$ cat config.mk
export PLATFORM = sky130hd
export DESIGN_NAME = baud_tick_gen
export DESIGN_NICKNAME = d
export VERILOG_FILES = /design/src/rtl/uart_pkg.sv /design/src/rtl/baud_tick_gen.sv
export SDC_FILE = /design/constraint.sdc
export NUM_CORES = 1
export LEC_CHECK = 0
export CAP_MARGIN = 15
export CORE_UTILIZATION = 50
export CTS_CLUSTER_DIAMETER = 100
export DETAILED_ROUTE_END_ITERATION = 6
export PLACE_DENSITY = 0.75
export SYNTH_ARGS = -nofsm -noshare
export SYNTH_HDL_FRONTEND = slang
export SYNTH_SLANG_ARGS = --single-unit
$ cat constraint.sdc
create_clock -name CLK -period 5.1 [get_ports CLK]
set_input_delay 1.02 -clock CLK [delete_from_list [all_inputs] [get_ports CLK]]
set_output_delay 1.02 -clock CLK [all_outputs]
set_load 0.1 [all_outputs]
$ cat src/rtl/uart_pkg.sv
// Shared UART constants: oversample/divisor defaults for the baud generator
// and the serial frame layout used by the TX/RX blocks.
package uart_pkg;

  localparam int UART_OSR       = 16;
  localparam int UART_DEF_DIV   = 27;

  localparam int UART_DATA_BITS = 8;
  localparam int UART_STOP_BITS = 1;
  localparam int UART_FRAME_LEN = 1 + UART_DATA_BITS + UART_STOP_BITS;

  typedef enum logic [1:0] {
    PAR_NONE = 2'd0,
    PAR_EVEN = 2'd1,
    PAR_ODD  = 2'd2
  } parity_e;

endpackage

$ cat src/rtl/baud_tick_gen.sv
// Baud-rate tick generator: prescaler divides CLK down to the oversample rate,
// oversample counter derives mid-bit and bit-boundary ticks from it.
module baud_tick_gen
  import uart_pkg::*;
#(
  parameter int               DIV_W   = 16,
  parameter int               OSR     = UART_OSR,
  parameter logic [DIV_W-1:0] DEF_DIV = DIV_W'(UART_DEF_DIV)
) (
  input  logic             CLK,
  input  logic             RST_N,
  input  logic             CE,
  input  logic             LOAD,
  input  logic [DIV_W-1:0] D,
  input  logic             RESTART,
  output logic             OS_TICK,
  output logic             MID_TICK,
  output logic             BIT_TICK,
  output logic [DIV_W-1:0] DIV
);

  localparam int OC_W = $clog2(OSR);

  logic [DIV_W-1:0] div_q, div_d;
  logic [DIV_W-1:0] pc_q, pc_d;
  logic [OC_W-1:0]  oc_q, oc_d;
  logic             os_q, os_d;
  logic             mid_q, mid_d;
  logic             bit_tick_q, bit_tick_d;
  logic [DIV_W-1:0] ld_div;
  logic             tick_ev;

  // LOAD/RESTART restart the phase, so a coincident zero-crossing never ticks.
  assign tick_ev = CE && (pc_q == '0) && !LOAD && !RESTART;
  assign ld_div  = (D == '0) ? DIV_W'(1) : D;

  always_comb begin
    div_d      = div_q;
    pc_d       = pc_q;
    oc_d       = oc_q;
    os_d       = tick_ev;
    mid_d      = tick_ev && (oc_q == OC_W'(OSR/2 - 1));
    bit_tick_d = tick_ev && (oc_q == OC_W'(OSR - 1));
    if (LOAD) begin
      div_d = ld_div;
      pc_d  = ld_div - DIV_W'(1);
      oc_d  = '0;
    end else if (RESTART) begin
      pc_d  = div_q - DIV_W'(1);
      oc_d  = '0;
    end else if (CE) begin
      if (pc_q == '0) begin
        pc_d = div_q - DIV_W'(1);
        oc_d = (oc_q == OC_W'(OSR - 1)) ? '0 : oc_q + OC_W'(1);
      end else begin
        pc_d = pc_q - DIV_W'(1);
      end
    end
  end

  always_ff @(posedge CLK or negedge RST_N) begin
    if (!RST_N) begin
      div_q      <= DEF_DIV;
      pc_q       <= DEF_DIV - DIV_W'(1);
      oc_q       <= '0;
      os_q       <= 1'b0;
      mid_q      <= 1'b0;
      bit_tick_q <= 1'b0;
    end else begin
      div_q      <= div_d;
      pc_q       <= pc_d;
      oc_q       <= oc_d;
      os_q       <= os_d;
      mid_q      <= mid_d;
      bit_tick_q <= bit_tick_d;
    end
  end

  assign OS_TICK  = os_q;
  assign MID_TICK = mid_q;
  assign BIT_TICK = bit_tick_q;
  assign DIV      = div_q;

endmodule
==> results.md, run 1 <==
* CTS max path bufs at 2
* Postcts setup bufs at 0
* WL final at roughly 7000 um
* Final std cells w/o fill at ~400
* EDFF count, synth at 0
* Part of the power in combinational logic at 0.323
* Number of global-route vias before repair at ~2400
* Slew @ Worst Pin at between 0.9 and 1 ns
* Setup WS pre-CTS at about 1.0 ns
* CTS root buffer: clkbuf_8
* Crit path time final at between 3 and 4 ns
* Core region area at 5200 sq um
* Fin Clk Skew at about 0.0098 ns
* CTS sink count at 39
* Net switching power at between 300 and 400 uW
* Max incr delay on CP at about 0.70 ns
* Largest net degree at the start of global routing at 40
* Critical Path End: pc_q[14]
* Die Ht at ~76 um
* Clock network fraction of design power at 0.235
* Area growth from synthesis to layout at 17.8%
* Total power at approximately 870 uW
* Required time of the critical path at between 5 and 6 ns
* Yosys warns at 0
* Setup TNS at 0 ns
* Placed cells at 396
* Critical path peak fanout at 8
* Power Density at around 270 nW/um^2
* Pleak at between 1 and 1.5 nW
* Max-Slew Margin vs Limit at 0.343
* Synth area leader: dfrtp_1
* Die width at ~76 um
* Placer Congestion at between 0.9 and 1
* Asr flop ratio synth at 1.00
* Maximum achievable frequency at ~260 MHz
* Nets@finish at approximately 360
* Arrival time worst endpoint at 3.98 ns
* Flop pwr share at 0.443
* DIE AREA at slightly below 6000 sq um
* Count of different cell masters after synthesis at between 60 and 70
* Worst path cell trace: clkdlybuf4s50_1 -> or4_1 -> nor4_1 -> a21oi_1 -> ha_1 -> or4b_2 -> nor4_1 -> mux2i_1 -> a221oi_1 -> o21ai_0
* Worst Setup Slack, final at 1.29 ns
* VDD IR max at 0.197 mV
* CTS tree: built
* Vias at roughly 2500
* # IOs at 40
* Hold_buf cts at 0
* Final ANT Viol Nets at 0
* Final Hold Fails at 0
* Syn Area/Cell at between 9 and 10 sq um
* Drc violations at 0
* Initial antenna violation count at 0
* Most frequent CP cell: nor4_1
* Setup crit end kind: flip-flop
* Later-pin clock latency in the skew report at slightly below 0.3 ns
* Reg2reg end: pc_q[15]
* Seq cells post-synth at 39
* All-Layer GR Usage at 0.253
* First-pass GRT wire length at 11600 um
* DRT iter0 DRCs at 209
* Status: finished clean
* R2R depth at 5
* Syn Nets at 327
* Reg clk slew, reported paths at ~0.08 ns
* Critical path type: in -> reg
* Top-area cell type share of the netlist area at 0.292
* Most used DFF post-synth: dfrtp_1
* Commonest non-fill, non-tap cells in the layout: 38 x clkdlybuf4s50_1, 32 x dfrtp_1, 20 x nor2_1, 20 x o21ai_0, 16 x nand2_1
* Most common cell after layout, fill and taps aside: clkdlybuf4s50_1
* Via-to-Cell Ratio at 6.18
* Routed len/inst at about 17 um
* PortBufs at 39
* H-tree Lvls at 2
* FF-to-FF Start: pc_q[2]
* Top post-synthesis cells by area: dfrtp_1 29%, dfstp_2 6.7%, mux2_2 4.9%, xor2_1 4.8%, o21ai_0 3.6%
* Class of the worst hold path: reg -> reg
* Drt first pass iters at 5
* Worst R2R Setup Slack at about 2.6 ns
* Critical Path Start: D[5]
* Total internal power at 536 uW
* Grt ovf at 0
* Setup violations, final at 0
* Period utilisation layout at 0.747
* Worst path slowest cell: or4_1
* Initial Utilization at 0.527
* Resized cells post-CTS at 0
* RSZ-0062 raised after global routing: false
* Layout cells sized above 1 at 0.138
* Switching part of the total at 0.387
* Max_cap viols at 0
* Hpwl dp at about 5100 um
* Row count at 26
* Synth Cell Area at ~2700 sq um
* Worst Setup Start Kind: input pin
* Slew Viols, Final at 0
* CTS buffer count at 5
* Register area share after synthesis at 0.359
* Post-synthesis cell count at ~300
* N_diodes at 0
## worst max-delay path: cells and delay by family
| kind | cells | cell delay [ns] |
|---|---|---|
| adder cells (fa/ha/maj) | 1 | 0.26 |
| multiplexers | 1 | 0.14 |
| AO/OA/AOI/OAI | 3 | 0.50 |
| AND/OR/NAND/NOR | 4 | 1.54 |
| buffers and inverters | 1 | 0.51 |
## per-layer routing
layer,up-vias,track usage,wire (um)
li1,1197,-,-
met1,1186,0.335,3090
met2,97,0.417,3260
met3,16,0.0551,506
met4,0,0.0673,111
met5,-,0,0
## cells in the mapped netlist, drive strengths merged (5+ instances only)
library cell and number:
nor2 21, clkbuf 12, nor3 14, or2 8, nor3b 6, nor4 18
xor2 15, dfstp 7, mux2i 6, xnor2 10, a21oi 13, inv 9
mux2 12, ha 5, o21ai 21, dfrtp 32, o211ai 8, nand2 17
or4 9
## worst min-delay path by stage
stage,from,to,slack [ns],cells after the start
global route,oc_q[3],MID_TICK,0.53,1
floorplan,oc_q[3],MID_TICK,0.46,1
finish,oc_q[3],MID_TICK,0.51,1
global placement,oc_q[3],MID_TICK,0.50,1
CTS,oc_q[3],MID_TICK,0.51,1
detailed placement,oc_q[3],MID_TICK,0.50,1
## final cells by class
cell class	instances	area (sq um)
Fill cell	441	1970
Multi-Input combinational cell	236	1640
Sequential cell	39	985
Timing Repair Buffer	41	400
Tap cell	70	87.6
Clock buffer	6	72.6
Inverter	10	37.5
Clock inverter	2	13.8
## cells by family (layout without fill, tap and decap cells)
family                     after synthesis  in the layout  synth area share
muxes                                   18             18            0.0711
adders and majority gates                5              5            0.0228
buffers and inverters                   26             59            0.0447
xor gates and xnor gates                25             25            0.0798
and+or+nand+nor                        120            120             0.260
AOI/OAI and AO/OA                       68             68             0.163
DFF                                     39             39             0.359
## metrics by stage
stage | utilization | cell area (sq um) | hold slack, ns
final | 0.621 | 3230 | 0.512
after global routing | 0.621 | 3230 | 0.528
after CTS | 0.621 | 3230 | 0.512
after detailed placement | 0.605 | 3150 | 0.498
after global placement | 0.605 | 3150 | 0.500
after floorplan | - | 2750 | 0.457
## registers in the layout (all words and copies together), names as in the netlist
signal / count
BIT_TICK: 1
DIV: 16
OS_TICK: 1
pc_q: 16
MID_TICK: 1
oc_q: 4
## power groups by stage
| stage | Clock [mW] | Combinational (mW) | Sequential (mW) |
|---|---|---|---|
| after global routing | 0.229 | 0.299 | 0.393 |
| final | 0.205 | 0.282 | 0.387 |
| after detailed placement | 0 | 0.280 | 0.391 |
| after floorplan | 0 | 0.113 | 0.472 |
| after CTS | 0.215 | 0.281 | 0.386 |
| after global placement | 0 | 0.278 | 0.391 |
Note: power is estimated with default switching activity, not from simulation.
==> inputs of run 2 (changes only) <==
==> constraint.sdc (replaced) <==
create_clock -name CLK -period 3.6 [get_ports CLK]
set_input_delay 0.72 -clock CLK [delete_from_list [all_inputs] [get_ports CLK]]
set_output_delay 0.72 -clock CLK [all_outputs]
set_load 0.1 [all_outputs]
==> run 2 against run 1 <==
  * Global-route usage grew 0.53 points
  * Cell count grew 3.0%
  * First-iteration DRC count grew 8.1%
  * Via count grew 2.2%
  * Worst hold slack gained 0.0010 ns
  * Count of clock-buffer cells in the layout grew 2
  * Sequential share of layout area shrank 0.86 points
  * Critical path depth is the same
  * Critical endpoint is now pc_q[12]
  * Largest cell class unchanged
==> results.md, run 2 (synthesized netlist as in run 1, its figures left out) <==
* Core region area at 5200 sq um (unchanged)
* CP bufs+invs at 1 (unchanged)
* CTS buffer count at 5 (unchanged)
* Initial antenna violation count at 0 (unchanged)
* Die Ht at 76.1 um (unchanged)
* H-tree Lvls at 2 (unchanged)
* Grt ovf at 0 (unchanged)
* Largest net degree at the start of global routing at 40 (unchanged)
* Postcts setup bufs at 0 (unchanged)
* Crit path time final at roughly 3.2 ns
* Final Hold Fails at 0 (unchanged)
* Row count at 26 (unchanged)
* Critical path type: in -> reg
* Pleak at 1.30 nW (+5.5%)
* Placer Congestion at 0.982 (+8.1%)
* WL final at 7110 um (+2.1%)
* Reg clk slew, reported paths at 0.08 ns (about the same)
* Critical path peak fanout at 6 (-2)
* Worst path cell trace: clkdlybuf4s50_1 -> or4_1 -> nor4_1 -> a21oi_1 -> ha_1 -> or4b_2 -> nor4_1 -> xnor2_1 -> o21ai_0 -> a221o_1
* CP delay by family, top: simple AND/OR/NAND/NOR gates
* Setup TNS at 0 ns (unchanged)
* First-pass GRT wire length at 11900 um (+2.6%)
* Die width at 76.1 um (unchanged)
* All-Layer GR Usage at 0.258 (+0.00529)
* Wire length on met3 at 532 um (+5.1%)
* Nets@finish at 371 (+3.3%)
* Fin Clk Skew at 0.00489 ns (-0.00494 ns)
* Arrival time worst endpoint at 3.41 ns (-0.57 ns)
* CTS sink count at 39 (unchanged)
* Met1 Routed Length at 3120 um (+1.1%)
* Final ANT Viol Nets at 0 (unchanged)
* Drc violations at 0 (unchanged)
* Required time of the critical path at 3.78 ns (-1.49 ns)
* Resized cells post-CTS at 0 (unchanged)
* Setup violations, final at 0 (unchanged)
* CTS root buffer: clkbuf_8
* Most frequent CP cell: nor4_1
* Wire length on met2 at 3370 um (+3.4%)
* Max_cap viols at 0 (unchanged)
* DIE AREA at 5790 sq um (unchanged)
* Drt first pass iters at 4 (-1)
* Area growth from synthesis to layout at 21.2%
* Initial Utilization at 0.527 (unchanged)
* Hold_buf cts at 0 (unchanged)
* RSZ-0062 raised after global routing: false
* Worst Setup Start Kind: input pin
* DRT iter0 DRCs at 226 (+8.1%)
* Via-to-Cell Ratio at 6.13 (-0.74%)
* Routed len/inst at 17.1 um (-0.88%)
* Hpwl dp at 5210 um (+1.3%)
* N_diodes at 0 (unchanged)
* Commonest non-fill, non-tap cells in the layout: 34 x clkdlybuf4s50_1, 32 x dfrtp_1, 20 x nor2_1, 20 x o21ai_0, 18 x buf_4
* Period utilisation layout at 0.899
* Later-pin clock latency in the skew report at 0.29 ns (about the same)
* VDD IR max at 0.311 mV (+58%)
* Max incr delay on CP at 0.59 ns (-0.11 ns)
* Top Layer Used: met4
* Slew Viols, Final at 0 (unchanged)
* CTS tree: built
* Number of global-route vias before repair at 2446 (+2.3%)
* Layout cells sized above 1 at 0.179 (+0.0415)
* Slew @ Worst Pin at 0.987 ns (+0.00452 ns)
* # IOs at 40 (unchanged)
* Power Density at 388 nW/um^2 (+44%)
* Maximum achievable frequency at 309 MHz
* Class of the worst hold path: reg -> reg
* PortBufs at 39 (unchanged)
* Status: finished clean
* Vias at 2551 (+2.2%)
* Setup crit end kind: flip-flop
* Total power at 1.29 mW (+48%)
* Most common cell after layout, fill and taps aside: clkdlybuf4s50_1
* CTS max path bufs at 2 (unchanged)
* Worst path slowest cell: or4_1
* Max-Slew Margin vs Limit at 0.340 (-0.00303)
run 2: worst register-to-register path, cell delays in order (launching register included):
cell     delay, ns
dfrtp_1       0.47
nor4_2        0.60
and4_1        0.54
nor2_1        0.20
o31ai_1       0.41
o21ai_1       0.09
run 2: path summary, 6_finish.rpt:
check                      startpoint  slack (ns)       end  cells past startpoint
max reg2reg                   pc_q[2]        1.17  pc_q[15]                      5
min in group asynchronous       RST_N        0.55   pc_q[0]                      1
min reg2reg                   oc_q[3]        0.51  MID_TICK                      1
max in group asynchronous       RST_N        2.49   DIV[11]                      1
min                           oc_q[3]        0.51  MID_TICK                      1
max                              D[9]        0.36  pc_q[12]                     10
run 2: through the flow:
step                      instances  hold slack, ns  instance area [sq um]  utilization  setup WS [ns]
after detailed placement        408           0.501                   3230        0.620         0.0736
after global routing            416           0.546                   3330        0.639          0.118
final                           416           0.514                   3330        0.639          0.364
after global placement          408           0.493                   3230        0.620          0.148
after floorplan                 301           0.424                   2750            -          0.505
after CTS                       416           0.515                   3330        0.639          0.383
run 2: area by class of cell:
type	instances	area, sq um
clock buffer	8	100
fill	464	1880
inverter	10	37.5
multi-input combinational	236	1640
sequential	39	985
tap	70	87.6
timing repair buffer	53	480
run 2: per-layer routing:
layer / up-vias / global-route usage
li1: 1218 / -
met1: 1223 / 0.339
met2: 100 / 0.426
met3: 10 / 0.0563
met4: 0 / 0.0750
met5: - / 0
run 2: where the power goes:
part           internal [mW]  switching [mW]  leakage (nW)
Clock                  0.175           0.160        0.0515
Sequential             0.486          0.0631         0.467
Combinational          0.143           0.265         0.783
Total                  0.804           0.487          1.30
==> edit: new RTL, flow settings as in run 2 <==
Put one more register stage on the output `BIT_TICK`, cleared by the reset. The value now appears one clock later. The other outputs are not delayed to match.
--- a/src/rtl/baud_tick_gen.sv
+++ b/src/rtl/baud_tick_gen.sv
@@ -78,7 +78,13 @@
 
   assign OS_TICK  = os_q;
   assign MID_TICK = mid_q;
-  assign BIT_TICK = bit_tick_q;
+  always_ff @(posedge CLK or negedge RST_N) begin
+    if (!RST_N) begin
+      BIT_TICK <= '0;
+    end else begin
+      BIT_TICK <= bit_tick_q;
+    end
+  end
   assign DIV      = div_q;
 
 endmodule
Check against the original RTL: no difference found for any inputs over 10 cycles, from zero or initial values and one cycle with RST_N low; that may be too few to reach the edited logic, so the function may still have changed.
==> edit against run 2 <==
  * Setup slack worse by 13 ps
  * Critical path depth up 1
  * Power shrank 1.6%
  * Wire length decreased by 5.6%
  * Non-clock buffer count is 3 lower
  * Final cell count is 0.96% lower
  * Sequential cell count is 1 higher
  * Area after synthesis shrank 2.9%
  * Worst hold slack worse by 150 ps
  * Cell area shrank 3.1%
  * Global-route usage about the same
  * Largest power group unchanged
==> edit: results (changes against run 2) <==
[placed_design]
placed_cells = 404  ; -0.98%
dpl_worst_slack_ps = 35.92  ; -37.63 ps
gp_congestion = 0.8500  ; -13%
dpl-instance-area_um2 = 3144  ; -2.6%
dp_hpwl_um = 4952  ; -5.0%

[pwr]
p_clk_share_pct = 23.6  ; -2.3 points
p_switching_mw = 0.4918  ; +0.92%
p_comb_share_pct = 32.2  ; +0.7 points
p_leak_nw = 1.256  ; -3.5%
peakVddDrop_uv = 270.3  ; -13%

[route]
wl_met3_um = 401  ; -25%
wl_met2_um = 3135  ; -6.9%
routed_wl_um = 6710  ; -5.6%
vias = 2392  ; -6.2%
dr.first_iter.drc_count = 167  ; -26%
wl_met1_um = 3097  ; -0.74%
top_layer_used = met4

[layout]
area_share_nonclk_buffers_pct = 14.20  ; -0.24 points
clock_buffers = 7  ; -1
num-nonclk-inverters = 9  ; -1
final-clk-cell-share_pct = 2.521  ; -0.49 points
multi_input_area_share_pct = 48.22  ; -0.99 points
fillers = 485  ; +4.5%
ff_latch_area_um2 = 1010  ; +2.5%
multi_input_cells = 235  ; -0.42%
antenna_cells = 0  ; unchanged
nets = 367  ; -1.1%
utilization_pct = 63.16  ; -0.79 points
drive_gt1_share_pct = 16.08  ; -1.8 points
n_all_buffers = 50  ; -5.7%

[synthesis]
ys_warn_count = 0  ; unchanged
synthArstFlopShare_pct = 100.0  ; unchanged
ys_types = 51  ; -23%
muxShareOfSynthArea_pct = 6.854  ; -0.26 points
synthTopCellsByCount = dfrtp_1, nand2_1, nor2_1
synth-edff-count = 0  ; unchanged
synth_adder_area_share_pct = 2.347  ; +0.068 points
seq_area_frac_synth_pct = 37.89  ; +2.0 points
syn_nets = 324  ; -0.92%
synthTopCellsByArea = dfrtp_1, dfstp_2, mux2_2, xor2_1, nand2_1
synth-xor-area-share_pct = 9.859  ; +1.9 points
postSynthCellCount = 298  ; -1.0%

[setup_path]
r2r_slack_ps = 990  ; -180 ps
critical_path_arrival_ps = 3440  ; +30 ps
crit_fanout = 5  ; -1
rr_endpoint = pc_q[13]$_DFFE_PN0P_
ff2ff_path_depth = 9  ; +4
cpPeakStageDelay_ps = 570  ; -20 ps
r2r_start = pc_q[0]$_DFFE_PN0P_

[min_path]
hold_depth = 0  ; -1
min_to = BIT_TICK$_DFF_PN0_
min-delay-start = bit_tick_q$_DFF_PN0_

[global_routing]
grt_max_degree = 41  ; +2.5%
grt_pass1_vias = 2204  ; -9.9%
grtUsageTotal_pct = 25.81  ; about the same
grt_pass1_wl_um = 10740  ; -10%

[sta]
worst_pin_slew_ps = 980.9  ; -5.776 ps
whs_ps = 364.1  ; -149.4 ps

[floorplanning]
die_area_um2 = 5626  ; -2.8%

[status]
outcome = finished clean

==> edit: cell count changes in the layout (fill, tap and decap cells not counted), sizes merged, moves of 6 or more <==
cell | before | now
nand2 | 17 | 29
nor2 | 21 | 30
nor3b | 6 | 0
nor4 | 18 | 12
o211ai | 8 | 2
or3 | 2 | 8
==> edit: how the worst max path moves through the flow <==
stage,slack [ps],from,to,cells past startpoint
global placement,90,D[8],pc_q[10]$_DFFE_PN0P_,11
finish,350,D[8],pc_q[10]$_DFFE_PN0P_,11
floorplan,650,D[8],pc_q[10]$_DFFE_PN0P_,10
CTS,360,D[8],pc_q[10]$_DFFE_PN0P_,11
detailed placement,40,D[8],pc_q[10]$_DFFE_PN0P_,11
global route,210,D[9],pc_q[10]$_DFFE_PN0P_,11
==> edit: metal layers <==
layer / track usage (%) / vias to the layer above
li1: - / 1175
met1: 35.21 / 1130
met2: 41.34 / 80
met3: 5.087 / 7
met4: 8.176 / 0
met5: 0 / -
